`src/rtl/axil_mem_arbiter.sv`:
```
// -----------------------------------------------------------------------------
// axil_mem_arbiter
//
// Shares one memory port between the AXI4-Lite slave read path (AR/R) and
// write path (AW/W/B). One request from each path may be pending; the port is
// granted to one path at a time, the access is run on the MVALID/MREADY
// handshake, and the result is handed back to the owning path as a one-cycle
// done pulse. An access that sees no MREADY within TIMEOUT cycles is aborted
// and completed with SLVERR.
//
// Ports:
//   clk, resetn                  clock (rising edge), async active-low reset
//   rd_req, rd_addr              read path request and address
//   rd_done, rd_data, rd_resp    read completion pulse, data and response
//   wr_req, wr_addr, wr_data,    write path request, address, data and
//   wr_strb                        byte strobes
//   wr_done, wr_resp             write completion pulse and response
//   MVALID, MWE, MADDR,          memory request, direction, address,
//   MWDATA, MSTRB                  write data and byte strobes
//   MREADY, MDATA, MRESP         memory completion, read data and response
// -----------------------------------------------------------------------------
module axil_mem_arbiter #(
  parameter int ADDR_WIDTH = 32,
  parameter int DATA_WIDTH = 32,
  parameter int TIMEOUT    = 16
) (
  input  logic                      clk,
  input  logic                      resetn,
  input  logic                      rd_req,
  input  logic [ADDR_WIDTH-1:0]     rd_addr,
  output logic                      rd_done,
  output logic [DATA_WIDTH-1:0]     rd_data,
  output logic [1:0]                rd_resp,
  input  logic                      wr_req,
  input  logic [ADDR_WIDTH-1:0]     wr_addr,
  input  logic [DATA_WIDTH-1:0]     wr_data,
  input  logic [DATA_WIDTH/8-1:0]   wr_strb,
  output logic                      wr_done,
  output logic [1:0]                wr_resp,
  output logic                      MVALID,
  output logic                      MWE,
  output logic [ADDR_WIDTH-1:0]     MADDR,
  output logic [DATA_WIDTH-1:0]     MWDATA,
  output logic [DATA_WIDTH/8-1:0]   MSTRB,
  input  logic                      MREADY,
  input  logic [DATA_WIDTH-1:0]     MDATA,
  input  logic [1:0]                MRESP
);

  localparam logic [1:0] RESP_SLVERR = 2'b10;
  // TIMEOUT is at most 255, so an 8-bit counter always reaches the last value.
  localparam logic [7:0] CNT_LAST = 8'(TIMEOUT - 1);

  typedef enum logic [1:0] {
    IDLE,
    ACCESS,
    RESP
  } state_t;

  state_t     state;
  logic [7:0] cnt;
  logic       last_wr;
  logic       grant_wr;

  // Under contention the path that did not get the previous grant wins, which
  // gives strict alternation; otherwise whichever path is requesting wins.
  always_comb begin
    grant_wr = 1'b0;
    if (rd_req && wr_req) begin
      grant_wr = !last_wr;
    end else begin
      grant_wr = wr_req;
    end
  end

  // Arbitration and access sequencing. The done pulses default low every
  // cycle so they are high only in the RESP cycle that follows completion.
  always_ff @(posedge clk or negedge resetn) begin
    if (!resetn) begin
      state   <= IDLE;
      cnt     <= '0;
      last_wr <= 1'b1;
      MVALID  <= 1'b0;
      MWE     <= 1'b0;
      MADDR   <= '0;
      MWDATA  <= '0;
      MSTRB   <= '0;
      rd_done <= 1'b0;
      rd_data <= '0;
      rd_resp <= '0;
      wr_done <= 1'b0;
      wr_resp <= '0;
    end else begin
      rd_done <= 1'b0;
      wr_done <= 1'b0;
      case (state)
        IDLE: begin
          if (rd_req || wr_req) begin
            MVALID <= 1'b1;
            MWE    <= grant_wr;
            cnt    <= '0;
            state  <= ACCESS;
            if (grant_wr) begin
              MADDR  <= wr_addr;
              MWDATA <= wr_data;
              MSTRB  <= wr_strb;
            end else begin
              MADDR  <= rd_addr;
              MWDATA <= '0;
              MSTRB  <= '0;
            end
          end
        end
        ACCESS: begin
          // MREADY is checked first so it wins over a coincident timeout.
          if (MREADY || (cnt == CNT_LAST)) begin
            MVALID <= 1'b0;
            state  <= RESP;
            if (MWE) begin
              wr_done <= 1'b1;
              wr_resp <= MREADY ? MRESP : RESP_SLVERR;
            end else begin
              rd_done <= 1'b1;
              rd_resp <= MREADY ? MRESP : RESP_SLVERR;
              rd_data <= MREADY ? MDATA : '0;
            end
          end else begin
            cnt <= cnt + 8'd1;
          end
        end
        RESP: begin
          // MWE still identifies the path that owned the access just finished.
          last_wr <= MWE;
          state   <= IDLE;
        end
        default: begin
          state <= IDLE;
        end
      endcase
    end
  end

endmodule

```
`config.mk`:
```
export PLATFORM = sky130hd
export DESIGN_NAME = axil_mem_arbiter
export DESIGN_NICKNAME = d
export VERILOG_FILES = /design/src/rtl/axil_mem_arbiter.sv
export SDC_FILE = /design/constraint.sdc
export NUM_CORES = 1
export LEC_CHECK = 0
export CAP_MARGIN = 20
export CORE_ASPECT_RATIO = 1.25
export CORE_UTILIZATION = 41
export CTS_BUF_LIST = sky130_fd_sc_hd__clkbuf_2 sky130_fd_sc_hd__clkbuf_4 sky130_fd_sc_hd__clkbuf_8
export DETAILED_ROUTE_END_ITERATION = 10
export GPL_TIMING_DRIVEN = 0
export PLACE_DENSITY = 0.83
export SLEW_MARGIN = 20
export SYNTH_ARGS = -nofsm -noshare
export SYNTH_HDL_FRONTEND = slang
export SYNTH_SLANG_ARGS = --single-unit
export TNS_END_PERCENT = 20
```
`constraint.sdc`:
```
create_clock -name clk -period 2.55 [get_ports clk]
set_input_delay 0.255 -clock clk [delete_from_list [all_inputs] [get_ports clk]]
set_output_delay 0.255 -clock clk [all_outputs]
set_load 0.005 [all_outputs]
```
* Word-level counts from Yosys, hierarchy flattened
Cells that the tools add are included.
Cells by class: mux-type cells 21, bitwise gates (word level) 1, reductions and logical operators 12, eq/ne operators 6, add/sub/neg operators 1
Operators by type and width (number):
- $mux 32 | 3
- $mux 8 | 2
- $pmux 8 s2 | 1
- $reduce_and 3->1 | 4
- $mux 1 | 9
- $add 8x1->8 const B | 1
- $eq 8x4->1 const B | 1
- $mux 2 | 3
- $ne 2x2->1 const B | 3
- $mux 4 | 1
- $pmux 2 s2 | 1
- $reduce_and 2->1 | 2
- $eq 2x1->1 const B | 1
- $eq 2x2->1 const B | 1
- $logic_not 2->1 | 1
- $logic_or 1x1->1 | 2
- $pmux 1 s2 | 1
- $reduce_bool 2->1 | 1
- $logic_and 1x1->1 | 1
- $logic_not 1->1 | 1
- $not 1->1 | 1
Storage, ports and cells: input bits 139, output and inout bits 108, word-level logic and storage cells 54, register bits after elaboration 119

* Longest topological paths before layout
depth after elaboration 4, depth in mapped cells 7, mapped depth without buffers 6

* Worst setup path after synthesis
Ideal clock, no wire load.
path kind reg-to-reg, from register cnt[0], to register cnt[5], stages on the path, launching flop included 6, data arrival time 1.749 ns, buffers on the path 0, period minus slack after synthesis 1.873 ns, slack 0.677 ns, path through dfrtp_1 ha_1 and3_1 a211oi_1 nor2_1 a211o_1
Between the ends: word-level cells in the longest chain between the ends 4, elaborated cells between the ends (all ways) 7, those cells by class add/sub: 1; eq/ne: 2; mux: 2; reduce/logical: 2
Ends and longest elaborated chain:
- start, declared | line 61 | logic [7:0] cnt;
- start signal, assigned | line 128 | cnt <= cnt + 8'd1;
- parallel branches: the longest is 4 deep, another holds $add 8x1->8
Several ways; the timed one is not identified. The select of a mux whose other input is x is not followed. A chain may end at the register's enable or synchronous reset.

* Final worst setup path
Ends and elaborated chain as after synthesis.

==> results.txt <==
Layout Nets: 779
Max-slew headroom: 51.0%
Diode count: 0
Area growth, synth to finish: 64.7%
Tcrit/Tclk final: 84.7%
Most common cell after layout, fill and taps aside: clkdlybuf4s50_1
Switching Fraction: 30.8%
Total gr overflow: 0
ANT nets after route: 0
Status: finished with violations
Post-DP HPWL: 10700 um
Total track usage: 24.3%
Commonest cells after routing, fill and taps aside: clkdlybuf4s50_1, dfrtp_1, a22o_1, nand2_1, o21ai_0
Number of global-route vias before repair: 4289
Sequence of cells on the critical path: ha_1 -> and3_1 -> a211oi_1 -> nor2_1 -> a211o_1
Top cells by area, synth: dfrtp_1, a22o_1, mux2i_1
Clock sinks: 119
Via/cell ratio: 5.22
Crit-path slowest cell: a211oi_1
Root buffer cell: clkbuf_8
Share of power burned in the clock network: 19.8%
Largest net degree at the start of global routing: 62
Startpoint Class: flip-flop
Least-Margin Pin Slew: 0.731 ns
Post-synth ARST share: 100%
# rows: 43
Layout Cells excl Fill: 786
Final core utilization: 69.9%
Via count: 4100
Worst hold path type: input port to asynchronous set/reset pin
Power per Cell Area: 1080 nW/um^2
Ys flop type: dfrtp_1
Failing checks: design-rule violations
Reg2reg end: cnt[5]
PortBufs: 246
Flop pwr share: 37.9%
Initial antenna violation count: 0
Clk slew on worst S/H paths: 0.07 ns
Max H-tree Level: 4
Initial core utilization: 42.4%
Post-synth EDFFs: 0
Pint: 0.00579 W
Syn Inst Count: 372
R2R Setup Slk: 0.39 ns
Placed cells: 754
Clock skew: 0.0124 ns
CTS max path bufs: 2
R2r worst-path depth: 5
Final setup vio count: 0
WP data required: 2.85 ns
Iter 0 DRT Violations: 215
Biggest cell delay along the critical path: 0.62 ns
Die width: 98.0 um
RSZ-0062 raised after global routing: no
Final Hold Fails: 0
#FFs+latches synth: 119
CTS tree: done
Seq/Total Area, Yosys: 63.1%
Syn_nets: 512
Synth warn: 0
Crit path DAT: 2.46 ns
Crit Path Category: flip-flop to flip-flop
I/O pins: 247
Post-Syn Area: 4720 um^2
Total Wirelength: 14000 um
Post-route worst setup slack: 0.390 ns
DRT Pass-1 Iters: 8
Total die area: 12000 um^2
Yosys top cell area share: 62.5%
Static Leak: 3.43 nW
Gate power share: 42.3%
Pre-CTS WS: 0.113 ns
Worst-path fanout max: 7
Cell taking the most area after synthesis: dfrtp_1
Global-route wire length before repair: 22000 um
Tmin final: 2.16 ns
Maximum vdd drop: 0.503 mV
Nature of the critical path endpoint: flip-flop
Post-synth cell types: 40
Num CTS Buffers: 17
Final max-slew violation count: 0
Layout cells sized above 1: 7.68%
Reg-to-Reg Start: cnt[0]
Fillers: 845
Clock Latency Late Sink: 0.42 ns
Max-cap violations: 0
Achievable clock frequency: 463 MHz
Sw power: 0.00258 W
Core footprint: 11100 um^2
RD Place Congestion: 0.780
Avg Cell Area, Syn: 12.7 um^2
Die height: 122 um
DRC: 23
Total Power: 0.00837 W
Average wire per standard cell: 17.8 um
==> state kept, by name, indices dropped and copies added, names as in the netlist <==
signal / cells
last_wr: 1
rd_done: 1
MWE: 1
MADDR: 32
state: 2
cnt: 8
wr_resp: 2
MVALID: 1
rd_data: 32
wr_done: 1
rd_resp: 2
MWDATA: 32
MSTRB: 4
==> routing by layer <==
metal | wire length (um) | share of wire (%) | track usage (%)
met5 | 0 | 0 | 0
met4 | 291 | 2.1 | 10.3
met3 | 1310 | 9.4 | 8.61
met2 | 7040 | 50 | 42.3
met1 | 5330 | 38 | 26.9
==> power groups by stage <==
stage	combinational (W)	clock (W)	sequential [W]
detailed placement	0.00357	0	0.00318
global placement	0.00345	0	0.00314
finish	0.00354	0.00165	0.00317
global route	0.00383	0.00180	0.00327
floorplan	0.00130	0	0.00319
CTS	0.00359	0.00170	0.00317
==> worst max path at each step <==
stage | start | to | slack, ns
finish | cnt[0] | cnt[5] | 0.39
global route | cnt[0] | cnt[5] | 0.23
CTS | cnt[0] | cnt[5] | 0.40
detailed placement | wr_req | cnt[4] | 0.11
global placement | resetn | MADDR[14] | -3.11
floorplan | cnt[0] | cnt[5] | 0.68
==> kinds of logic after synthesis <==
| group | after synthesis | share of synthesized area (%) |
|---|---|---|
| fa+ha+maj | 1 | 0.265 |
| buf+inv | 32 | 3.58 |
| compound gates | 124 | 19.9 |
| xor+xnor | 2 | 0.371 |
| simple gates | 62 | 6.06 |
| mux | 32 | 6.78 |
| flops | 119 | 63.1 |
==> cell type report <==
| class | instances | area, um^2 | area share [%] |
|---|---|---|---|
| flip-flops and latches | 119 | 2980 | 38.3 |
| repair buffers | 248 | 2500 | 32.1 |
| multi-input cells | 221 | 1580 | 20.3 |
| clock buffers | 23 | 285 | 3.67 |
| well taps | 135 | 169 | 2.17 |
| plain buffers | 27 | 150 | 1.93 |
| clock inverters | 8 | 100 | 1.29 |
| inverters | 5 | 18.8 | 0.241 |
==> worst max-delay path: cells and delay by family (launching register included) <==
kind	cells	cell delay, ns
flip-flops	1	0.42
AND/OR/NAND/NOR	2	0.42
AO/OA/AOI/OAI	2	0.96
adder cells (fa/ha/maj)	1	0.25
==> per-stage QoR <==
stage                     hold slack [ns]  cell area [um^2]  setup TNS, ns
after global placement              0.462              7360        -367.91
after global routing                0.398              7780              0
after detailed placement            0.257              7380              0
after CTS                           0.364              7780              0
final                               0.367              7780              0
after floorplan                   -0.0406              4720              0
==> synthesized netlist by cell type, types with 3 or more instances <==
library cell / count
a22o_1: 67
a22o_2: 3
and3_1: 3
buf_2: 6
buf_8: 3
clkbuf_1: 16
dfrtp_1: 118
inv_1: 5
mux2i_1: 32
nand2_1: 37
nand3_1: 6
nor2_1: 6
nor3_1: 3
o21ai_0: 36
==> what timing repair did <==
action | CTS | global route
hold endpoints to repair | 58 | 0
endpoints found under the setup margin | 0 | 0
resized for setup | 0 | 0
setup buffers | 0 | 0
hold buffers | 1 | 0
No activity file was read; power rests on OpenSTA's default activity.
